`src/rtl/imem_loader_pkg.sv`:
```
// ---------------------------------------------------------------------------
// imem_loader_pkg
// Shared definitions for the IMEM loader: FSM state encoding, err_code
// values, parameter defaults and the per-state output flag decode.
// ---------------------------------------------------------------------------
package imem_loader_pkg;

    localparam int DEPTH_DEFAULT = 1024;
    localparam int AW_DEFAULT    = 10;

    typedef enum logic [2:0] {
        S_IDLE   = 3'd0,
        S_LEN_LO = 3'd1,
        S_LEN_HI = 3'd2,
        S_DATA   = 3'd3,
        S_CSUM   = 3'd4,
        S_DONE   = 3'd5,
        S_ERR    = 3'd6
    } loader_state_t;

    localparam logic [1:0] ERR_NONE = 2'b00;
    localparam logic [1:0] ERR_LEN  = 2'b01;
    localparam logic [1:0] ERR_CSUM = 2'b10;

    // Status outputs that are a pure function of the state being entered.
    // They are registered alongside the state so they never glitch.
    typedef struct packed {
        logic rx_ready;
        logic busy;
        logic done;
        logic error;
        logic core_reset;
    } state_flags_t;

    function automatic state_flags_t flags_of(input loader_state_t s);
        state_flags_t f;
        f = '0;
        case (s)
            S_LEN_LO, S_LEN_HI, S_DATA, S_CSUM: begin
                f.rx_ready = 1'b1;
                f.busy     = 1'b1;
            end
            S_DONE: begin
                f.done       = 1'b1;
                f.core_reset = 1'b1;
            end
            S_ERR:   f.error = 1'b1;
            default: f = '0;
        endcase
        return f;
    endfunction

endpackage

```
`src/rtl/imem_loader_word_assembler.sv`:
```
// ---------------------------------------------------------------------------
// word_assembler
// Collects payload bytes little-endian into 32-bit words. The first byte of
// a word ends up in bits [7:0], the fourth in bits [31:24].
//
// Ports:
//   CLK        clock
//   reset      asynchronous active-low reset
//   clear      restart assembly at lane 0 (new load)
//   byte_en    byte_in is accepted this cycle
//   byte_in    payload byte
//   word_next  word including byte_in, valid when word_done is high
//   word_done  byte_en on the fourth lane of a word
// ---------------------------------------------------------------------------
module word_assembler (
    input  logic        CLK,
    input  logic        reset,
    input  logic        clear,
    input  logic        byte_en,
    input  logic [7:0]  byte_in,
    output logic [31:0] word_next,
    output logic        word_done
);

    logic [1:0]  lane;
    logic [31:0] shreg;

    // Shifting right means byte 0 migrates down to [7:0] after four bytes,
    // so a gap in byte_en simply pauses assembly without losing position.
    assign word_next = {byte_in, shreg[31:8]};
    assign word_done = byte_en && (lane == 2'd3);

    always_ff @(posedge CLK or negedge reset) begin
        if (!reset) begin
            lane  <= 2'd0;
            shreg <= 32'd0;
        end else if (clear) begin
            lane  <= 2'd0;
            shreg <= 32'd0;
        end else if (byte_en) begin
            lane  <= lane + 2'd1;
            shreg <= word_next;
        end
    end

endmodule

```
`src/rtl/imem_loader.sv`:
```
// ---------------------------------------------------------------------------
// imem_loader
// Receives a program image over a byte stream and writes it into IMEM while
// holding the core in reset. Stream: LEN_LO, LEN_HI (word count N,
// little-endian), 4N payload bytes, then one XOR checksum byte.
//
// Ports:
//   CLK, reset        clock, asynchronous active-low reset
//   start             one-cycle load request (ignored while busy)
//   rx_data/rx_valid  incoming byte stream
//   rx_ready          loader accepts a byte this cycle
//   imem_we/addr/wdata one-cycle IMEM word write
//   core_reset        active-low core reset, released only in DONE
//   busy/done/error   load progress and outcome
//   err_code          00 none, 01 bad length, 10 checksum mismatch
//   state             current FSM state (debug visibility)
//
// Handshake: a byte transfers on a rising edge where rx_valid and rx_ready
// are both 1. rx_ready does not depend on rx_valid; rx_valid while rx_ready
// is low is ignored, and the source may drop rx_valid between any bytes.
// ---------------------------------------------------------------------------
module imem_loader
    import imem_loader_pkg::*;
#(
    parameter int DEPTH = DEPTH_DEFAULT,
    parameter int AW    = AW_DEFAULT
) (
    input  logic          CLK,
    input  logic          reset,
    input  logic          start,
    input  logic [7:0]    rx_data,
    input  logic          rx_valid,
    output logic          rx_ready,
    output logic          imem_we,
    output logic [AW-1:0] imem_addr,
    output logic [31:0]   imem_wdata,
    output logic          core_reset,
    output logic          busy,
    output logic          done,
    output logic          error,
    output logic [1:0]    err_code,
    output loader_state_t state
);

    localparam logic [16:0] DEPTH_W = 17'(DEPTH);

    state_flags_t flags;
    logic [15:0]  len;
    logic [15:0]  word_cnt;
    logic [7:0]   csum;

    logic         accept;
    logic         can_start;
    logic [16:0]  len_full;
    logic         len_bad;
    logic         word_done;
    logic [31:0]  word_next;

    assign rx_ready   = flags.rx_ready;
    assign busy       = flags.busy;
    assign done       = flags.done;
    assign error      = flags.error;
    assign core_reset = flags.core_reset;

    assign accept    = rx_valid && flags.rx_ready;
    assign can_start = start && (state == S_IDLE || state == S_DONE || state == S_ERR);

    // Length as it will be once the high byte in flight is taken.
    assign len_full = {1'b0, rx_data, len[7:0]};
    assign len_bad  = (len_full == 17'd0) || (len_full > DEPTH_W);

    word_assembler u_word_assembler (
        .CLK       (CLK),
        .reset     (reset),
        .clear     (can_start),
        .byte_en   (accept && (state == S_DATA)),
        .byte_in   (rx_data),
        .word_next (word_next),
        .word_done (word_done)
    );

    always_ff @(posedge CLK or negedge reset) begin
        if (!reset) begin
            state      <= S_IDLE;
            flags      <= '0;
            imem_we    <= 1'b0;
            imem_addr  <= '0;
            imem_wdata <= 32'd0;
            err_code   <= ERR_NONE;
            len        <= 16'd0;
            word_cnt   <= 16'd0;
            csum       <= 8'd0;
        end else begin
            imem_we <= 1'b0;
            // Address advances right after each write pulse.
            if (imem_we) begin
                imem_addr <= imem_addr + AW'(1);
            end

            case (state)
                S_IDLE, S_DONE, S_ERR: begin
                    if (start) begin
                        state     <= S_LEN_LO;
                        flags     <= flags_of(S_LEN_LO);
                        err_code  <= ERR_NONE;
                        word_cnt  <= 16'd0;
                        csum      <= 8'd0;
                        imem_addr <= '0;
                    end
                end

                S_LEN_LO: begin
                    if (accept) begin
                        len[7:0] <= rx_data;
                        state    <= S_LEN_HI;
                        flags    <= flags_of(S_LEN_HI);
                    end
                end

                S_LEN_HI: begin
                    if (accept) begin
                        len[15:8] <= rx_data;
                        if (len_bad) begin
                            state    <= S_ERR;
                            flags    <= flags_of(S_ERR);
                            err_code <= ERR_LEN;
                        end else begin
                            state <= S_DATA;
                            flags <= flags_of(S_DATA);
                        end
                    end
                end

                S_DATA: begin
                    if (accept) begin
                        csum <= csum ^ rx_data;
                        if (word_done) begin
                            imem_we    <= 1'b1;
                            imem_wdata <= word_next;
                            word_cnt   <= word_cnt + 16'd1;
                            if (word_cnt + 16'd1 == len) begin
                                state <= S_CSUM;
                                flags <= flags_of(S_CSUM);
                            end
                        end
                    end
                end

                S_CSUM: begin
                    if (accept) begin
                        if (rx_data == csum) begin
                            state <= S_DONE;
                            flags <= flags_of(S_DONE);
                        end else begin
                            state    <= S_ERR;
                            flags    <= flags_of(S_ERR);
                            err_code <= ERR_CSUM;
                        end
                    end
                end

                default: begin
                    state <= S_IDLE;
                    flags <= flags_of(S_IDLE);
                end
            endcase
        end
    end

endmodule

```
`config.mk`:
```
export PLATFORM = sky130hd
export DESIGN_NAME = imem_loader
export DESIGN_NICKNAME = d
export VERILOG_FILES = /design/src/rtl/imem_loader_pkg.sv /design/src/rtl/imem_loader_word_assembler.sv /design/src/rtl/imem_loader.sv
export SDC_FILE = /design/constraint.sdc
export NUM_CORES = 1
export LEC_CHECK = 0
export CAP_MARGIN = 20
export CORE_MARGIN = 2
export CORE_UTILIZATION = 56
export CTS_CLUSTER_SIZE = 12
export DETAILED_ROUTE_END_ITERATION = 8
export PLACE_DENSITY = 0.82
export SLEW_MARGIN = 20
export SYNTH_ARGS = -nofsm -noshare
export SYNTH_HDL_FRONTEND = slang
export SYNTH_SLANG_ARGS = --single-unit
```
`constraint.sdc`:
```
create_clock -name CLK -period 3.19 [get_ports CLK]
set_input_delay 0.638 -clock CLK [delete_from_list [all_inputs] [get_ports CLK]]
set_output_delay 0.638 -clock CLK [all_outputs]
set_load 0.01 [all_outputs]
```
==> Yosys cells after proc, flatten, opt, wreduce, memory -nomap -nowiden <==
Index checks and enable logic that the tools add are counted.
{ "classes": {"order_cmp": 1, "n_eq_ne": 18, "addsub": 3, "muxes": 43, "n_reduce_logical": 20, "bitwise": 1} }
{ "op_table": {"columns": ["cell", "n"], "rows": [
  ["$mux W32", 2],
  ["$mux W16", 3],
  ["$mux W5", 8],
  ["$pmux W16 S2", 1],
  ["$mux W10", 3],
  ["$mux W3", 9],
  ["$pmux W5 S5", 1],
  ["$logic_not A17 Y1", 1],
  ["$add A16 B1 Y16 const B", 1],
  ["$eq A16 B16 Y1", 1],
  ["$gt A16 B11 Y1 const B", 1],
  ["$mux W2", 8],
  ["$mux W8", 2],
  ["$pmux W8 S2", 1],
  ["$pmux W3 S5", 1],
  ["$ne A2 B2 Y1 const B", 7],
  ["$add A10 B1 Y10 const B", 1],
  ["$eq A3 B3 Y1 const B", 3],
  ["$eq A8 B8 Y1", 1],
  ["$xor A8 B8 Y8", 1],
  ["$reduce_and A7 Y1", 1],
  ["$eq A3 B2 Y1 const B", 2],
  ["$pmux W2 S3", 1],
  ["$reduce_and A3 Y1", 2],
  ["14 further kinds", 24]
]} }
{ "word_totals": {"in_bits": 12, "word_cells": 102, "out_inout_bits": 53, "register_bits": 127} }

==> Logic depth before layout (Yosys ltp) <==
Gate-level depths: netlist of run 1.
{ "depth": {"depth_word": 6, "depth_mapped": 9, "ltp_nobuf": 8} }

==> Hierarchy <==
Synthesis of run 1 repeated with hierarchy kept, for this count alone.
{ "unflattened": {"cells_unflattened": 620, "hier_area_um2": 5944.5} }
{ "by_module_without_submodules": {"columns": ["module", "seq_area_each_um2", "n_inst", "area_each_um2", "cells_per_inst"], "rows": [
  ["imem_loader", 2277.2, 1, 4789.6, 526],
  ["word_assembler", 650.6, 1, 1154.9, 94]
]} }

==> Worst setup path after synthesis of run 1 <==
Ideal clock, no wire load.
{ "synth_path": {"kind": "reg-to-reg", "from": "register word_cnt[0]", "to": "register state[0]", "stages_incl_launch_ff": 10, "setup_ps": 124, "path_buffers": 1, "required_ps": 3066, "slack_ps": 794, "t_arrival_ps": 2272, "cell_sequence": "dfrtp_1 ha_1 buf_4 nand4_4 or2_1 o41ai_1 o21ai_1 nor4_4 nor2_2 a211o_1"} }
{ "synth_between": {"elab_chain_len": 4} }
{ "synth_rtl": {"columns": ["item", "line_no", "text"], "rows": [
  ["start: declaration", "imem_loader.sv:49", "logic [15:0] word_cnt;"],
  ["start signal: assignment", "imem_loader.sv:140", "word_cnt <= word_cnt + 16'd1;"],
  ["$add A16 B1 Y16", "imem_loader.sv:141", "if (word_cnt + 16'd1 == len) begin"],
  ["$eq A16 B16 Y1", "imem_loader.sv:141", null],
  ["$ne A2 B1 Y1 (no line)", null, null],
  ["$reduce_and A7 Y1 (no line)", null, null],
  ["end signal: assignment", "imem_loader.sv:142", "state <= S_CSUM;"],
  ["end signal: assignment", "imem_loader.sv:152", "state <= S_DONE;"],
  ["end signal: assignment", "imem_loader.sv:155", "state <= S_ERR;"],
  ["end: declaration", "imem_loader.sv:42", "output loader_state_t state"]
]} }
Every way passes these cells.
A chain may end at the register's enable or synchronous reset.

==> Worst setup path in the final report of run 1 <==
Same ends and word-level chain as after synthesis.

==> results of run 1 <==
==> cells in the mapped netlist (3+ instances only) <==
| library cell | n | area, um^2 |
|---|---|---|
| a21oi_1 | 39 | 195 |
| a22o_1 | 3 | 26.3 |
| a31oi_1 | 5 | 31.3 |
| and3_1 | 3 | 18.8 |
| buf_2 | 7 | 35.0 |
| buf_4 | 5 | 37.5 |
| clkbuf_1 | 24 | 90.1 |
| clkbuf_2 | 3 | 15.0 |
| dfrtp_1 | 117 | 2930 |
| ha_1 | 3 | 37.5 |
| inv_1 | 6 | 22.5 |
| mux2_2 | 16 | 180 |
| mux2i_1 | 3 | 30.0 |
| nand2_1 | 171 | 642 |
| nand2b_1 | 4 | 25.0 |
| nand3_1 | 10 | 50.1 |
| nand4_1 | 9 | 56.3 |
| nor2_1 | 44 | 165 |
| nor2b_1 | 5 | 31.3 |
| nor3_1 | 6 | 30.0 |
| nor4_1 | 9 | 56.3 |
| o21ai_0 | 37 | 185 |
| o31ai_1 | 4 | 30.0 |
| o41ai_1 | 7 | 61.3 |
| xnor2_1 | 16 | 140 |
| xor2_1 | 24 | 210 |
==> final cells by class <==
type,count,area (um^2),share of cell area
tap,133,166,0.0237
multi-input combinational,457,2540,0.362
timing repair buffer,80,771,0.110
clock inverter,12,153,0.0217
inverter,6,22.5,0.00321
clock buffer,20,445,0.0634
sequential,117,2930,0.417
==> per-stage QoR <==
stage,total power [W],std cells
floorplan,0.00308,621
global placement,0.00354,793
detailed placement,0.00361,793
CTS,0.00555,825
global route,0.00583,825
finish,0.00556,825
==> power by group <==
group	internal, W	switching [W]
combinational	0.000675	0.000792
clock	0.00123	0.000671
sequential	0.00182	0.000367
==> flip-flops by register name (all words and copies together) (netlist names) <==
name,count
state,3
csum,8
imem_wdata,32
imem_we,1
rx_ready,1
u_word_assembler.shreg,24
u_word_assembler.lane,2
imem_addr,10
len,16
done,1
error,1
word_cnt,16
err_code,2
==> worst max path at each step <==
| stage | from | end | slack [ns] | cells after the start |
|---|---|---|---|---|
| 2_1_floorplan | word_cnt[0] | state[0] | 0.79 | 9 |
| 3_3_place_gp | rx_valid | state[0] | 0.21 | 8 |
| 3_5_place_dp | rx_valid | state[0] | 0.16 | 8 |
| 4_1_cts | word_cnt[0] | state[0] | 0.38 | 8 |
| 5_1_grt | word_cnt[0] | state[0] | 0.21 | 8 |
| 6_report | word_cnt[0] | state[0] | 0.32 | 8 |
==> cell families after synthesis <==
kind of cell	after synthesis
flip-flops	117
buffers and inverters	47
multiplexers	19
XOR/XNOR	40
AO/OA/AOI/OAI	118
AND/OR/NAND/NOR	277
adder cells (fa/ha/maj)	3
==> per-layer routing <==
layer	vias up	part of all wire	routed length, um	global-route usage
met5	-	0	0	0
met4	0	0.028	393	0.110
met3	40	0.067	943	0.0630
met2	216	0.50	7000	0.442
met1	2430	0.41	5730	0.349
li1	2239	-	-	-
==> placed cells by master, fill, tap and decap left out, types with 24 or more instances in the layout <==
cell type / n
nand2_1: 171
dfrtp_1: 117
clkdlybuf4s50_1: 63
nor2_1: 44
a21oi_1: 39
o21ai_0: 37
xor2_1: 24
==> flow_summary.ini, run 1 <==
[finish]
diodes = 0
final_nets = 694
num-fill-cells = 699
areaGrowthSynthToFinish_pct = 23.7
utilization = 0.715
layout-drive-gt1-share = 0.105
design_area_um2 = 7030

[logic_synthesis]
yosys.area_share.simple = 0.216
postSynthCellCount = 621
synth-edff-count = 0
synth_area_per_cell_um2 = 9.15
postSynth.asyncResetShare = 1.00
synth_top_family_by_area = simple AND/OR/NAND/NOR gates
ys_seq_area_frac = 0.515
synth_seq_cells = 117
syn_nets = 636
synth-compound-area-share = 0.126
ys_types = 54
synth_area_um2 = 5680
synth_ff_type = dfrtp_1
yosysWarnings = 0
synth.area.mux_share = 0.0370
synth-xor-area-share = 0.0617
synth_fa_ha_area_frac = 0.00661

[clocking]
htreeDepth = 4
cts_buffers = 17
postCtsSetupBuffers = 0
clk_pin_slew_ns = 0.06
post_cts_resized = 0
cts_tree = built
postCtsHoldBufs = 0
clockRootBuffer = clkbuf_8
clk_path_buf_depth = 2
clk_latency_ns = 0.52
clock-sinks = 117

[critical_path]
critical_path_class = flip-flop to flip-flop
start_kind = flip-flop
r2r_end = state[0]
path_max_fanout = 8
timing.rr.start = word_cnt[0]
ff2ff_setup_slack_ns = 0.32
cp_slowest_cell = dfrtp_1
path_cells = ha_1, nand4_4, or2_1, o41ai_1, o21ai_1, nor4_4, nor2_2, a211o_1
cp_slowest_stage_delay_ns = 0.49
cp_top_family = simple AND/OR/NAND/NOR gates
required_ns = 3.60
reg2reg_depth = 8
path_buf_inv = 0
endpoint_kind = flip-flop
arrival_ns = 3.28

[sta]
fin_ws_ns = 0.319
max_freq_mhz = 348
post-route-min-period_ns = 2.87
period_share = 0.900
tns_ns = 0
relSlewSlack = 0.540
slew_viol_final = 0
finalSetupViolCount = 0
rsz0062_at_grt = no
whs_ns = 0.102
hold_viol = 0
finalClockSkew_ns = 0.00480
worst_pin_slew_ns = 0.690

[routing]
dr.pass1.iters = 4
drc = 0
drt_wl_total_um = 14100
wl_per_cell_um = 17.1
route.vias.total = 4925
avgViaCountPerCell = 5.97
ant_nets = 0
drt_iter0_markers = 418

[floorplan]
die_w_um = 105
pin_count = 65
start_util = 0.578
dieArea_um2 = 11000
design.core.area_um2 = 9820
die_h_um = 105
rows = 36

[placed_design]
globalplace.congestion = 0.868
place_ws_ns = 0.156
placed_area_um2 = 6430
place_hpwl_um = 8840
io_buffers = 64

[pwr]
leakagePower_nw = 3.22
ir_drop_mv = 0.543
power_density_nw_per_um2 = 791

[global_routing]
grt_max_degree = 118
grt-ovfl-total = 0
grt_pass1_vias = 4786
grt.total_usage = 0.270
grt_pass1_wl_um = 23700
grt_antenna_before_repair = 0

[run_status]
status = finished, final reports clean

[job]
drv_cap = 0

[worst_hold_path]
hp-class = input pin to asynchronous set/reset pin
Power figures use the tool's default switching activity.
==> run 2, diff against run 1 <==
Settings changed: CORE_UTILIZATION 56 to 57, SYNTH_HIERARCHICAL set to 1.
==> flow_summary.ini, run 2 <==
[run_status]
status = finished, final reports clean

[logic_synthesis]
synth_area_leaders = dfrtp_1 (49%), nand2_1 (8.7%), mux2i_1 (4.5%)
synthDominantCellAreaShare = 0.493
synth_seq_cells = 117
postSynth.asyncResetShare = 1.00
synth_ff_type = dfrtp_1
synth_top_cell_by_area = dfrtp_1
postSynthCellCount = 620
yosysMostFrequentCell = nand2_1
syn_nets = 635
synth-edff-count = 0
synth_area_um2 = 5940
synth_area_per_cell_um2 = 9.59
synthTopCellsByCount = nand2_1 (137), dfrtp_1 (117), nor2_1 (65), mux2i_1 (27), o21ai_1 (26)
yosysWarnings = 6
ys_types = 59
ys_seq_area_frac = 0.493

[routing]
avgViaCountPerCell = 5.79
route.vias.total = 4768
ant_nets = 0
dr.pass1.iters = 5
drt_iter0_markers = 394
wl_per_cell_um = 17.2
drt_wl_total_um = 14200
drc = 0

[sta]
rsz0062_at_grt = no
finalSetupViolCount = 0
period_share = 0.832
max_freq_mhz = 377
tns_ns = 0
worst_pin_slew_ns = 0.737
post-route-min-period_ns = 2.65
finalClockSkew_ns = 0.00750
relSlewSlack = 0.508
hold_viol = 0
slew_viol_final = 0

[pwr]
power_density_nw_per_um2 = 474
total_power_w = 0.00339
leakagePower_nw = 3.35
ir_drop_mv = 0.303

[finish]
layout-drive-gt1-share = 0.108
final_nets = 692
top_regs = imem_wdata (32), u_word_assembler/shreg (24)
areaGrowthSynthToFinish_pct = 20.3
final_cell_mix = nand2_1 (137), dfrtp_1 (117), nor2_1 (64)
final_common_cell = nand2_1
diodes = 0
finalNonFillerCells = 824
largest_register_ffs = 32
top_register = imem_wdata

[clocking]
clk_pin_slew_ns = 0.06
htreeDepth = 4
clk_latency_ns = 0.52
post_cts_resized = 0
clockRootBuffer = clkbuf_8
cts_tree = built
clk_path_buf_depth = 2
postCtsSetupBuffers = 0
clock-sinks = 117
cts_buffers = 17

[worst_hold_path]
hold_start = imem_wdata[24]
hp-class = flip-flop to flip-flop

[global_routing]
grt_pass1_vias = 4822
grt_pass1_wl_um = 23300
grt.total_usage = 0.264
grt_antenna_before_repair = 0
grt_max_degree = 101
grt-ovfl-total = 0

[floorplan]
die_h_um = 106
pin_count = 65
rows = 37
dieArea_um2 = 11300
start_util = 0.581
die_w_um = 106
design.core.area_um2 = 10200

[critical_path]
startpoint = word_cnt[0]
timing.rr.start = word_cnt[0]
start_kind = flip-flop
endpoint_kind = flip-flop
arrival_ns = 3.03
required_ns = 3.57
critical_path_class = flip-flop to flip-flop
path_max_fanout = 7

[placed_design]
io_buffers = 64
globalplace.congestion = 0.972
place_hpwl_um = 9230
dp.cells = 793

[job]
drv_cap = 0
run 2: path summary, 6_finish.rpt:
kind	to	slack (ns)	cells past startpoint
worst max-delay path	state[1]	0.54	8
worst min-delay path	imem_wdata[24]	0.47	2
worst max register to register	state[1]	0.54	8
worst min register to register	imem_wdata[24]	0.47	2
max in group asynchronous	u_word_assembler/shreg[10]	1.87	3
min in group asynchronous	word_cnt[12]	0.53	2
run 2: where the power goes:
group	total, W	switching [W]	internal [W]
sequential	0.00150	0.00000807	0.00149
clock	0.00179	0.000652	0.00114
combinational	0.0000996	0.0000612	0.0000384
total	0.00339	0.000721	0.00267
run 2: logic make-up (layout without fill, tap and decap cells):
| group | after synthesis | after routing | share of synthesized area |
|---|---|---|---|
| buffers and inverters | 57 | 125 | 0.0598 |
| adder cells (fa/ha/maj) | 3 | 3 | 0.00632 |
| AO/OA/AOI/OAI | 88 | 88 | 0.0922 |
| flip-flops | 117 | 117 | 0.493 |
| XOR/XNOR | 39 | 39 | 0.0575 |
| multiplexers | 42 | 42 | 0.0739 |
| AND/OR/NAND/NOR | 274 | 274 | 0.218 |
run 2: what timing repair did:
item,4_1_cts,5_1_grt
endpoints found under the hold margin,12,0
endpoints found under the setup margin,0,0
hold buffers,1,0
run 2: area by class of cell:
class | instances | area (um^2)
inverters | 14 | 52.6
fillers | 709 | 3080
well taps | 136 | 170
flip-flops and latches | 117 | 2930
clock inverters | 9 | 105
clock buffers | 21 | 449
repair buffers | 81 | 781
multi-input cells | 446 | 2660
run 2: through the flow:
step | hold slack, ns | setup WS [ns] | area (um^2) | utilization
detailed placement | 0.462 | 0.246 | 6590 | 0.644
floorplan | 0.342 | 0.311 | 5940 | -
global route | 0.504 | 0.429 | 7150 | 0.699
finish | 0.474 | 0.537 | 7150 | 0.699
CTS | 0.474 | 0.588 | 7150 | 0.699
global placement | 0.459 | 0.366 | 6590 | 0.644
run 2: worst max-delay path, cell delays in order (launching register included):
cell       delay (ns)
dfrtp_1          0.45
ha_1             0.34
and2_1           0.20
o21ai_0          0.21
a21oi_1          0.12
a2111oi_1        0.57
nand4_1          0.25
nor3_1           0.21
o221ai_1         0.15
run 2: metal layers:
metal / GRT usage / wire (um) / vias to the layer above
met4: 0.108 / 341 / 0
met2: 0.426 / 7030 / 163
met1: 0.341 / 5970 / 2369
met5: 0 / 0 / -
li1: - / - / 2203
met3: 0.0693 / 823 / 33
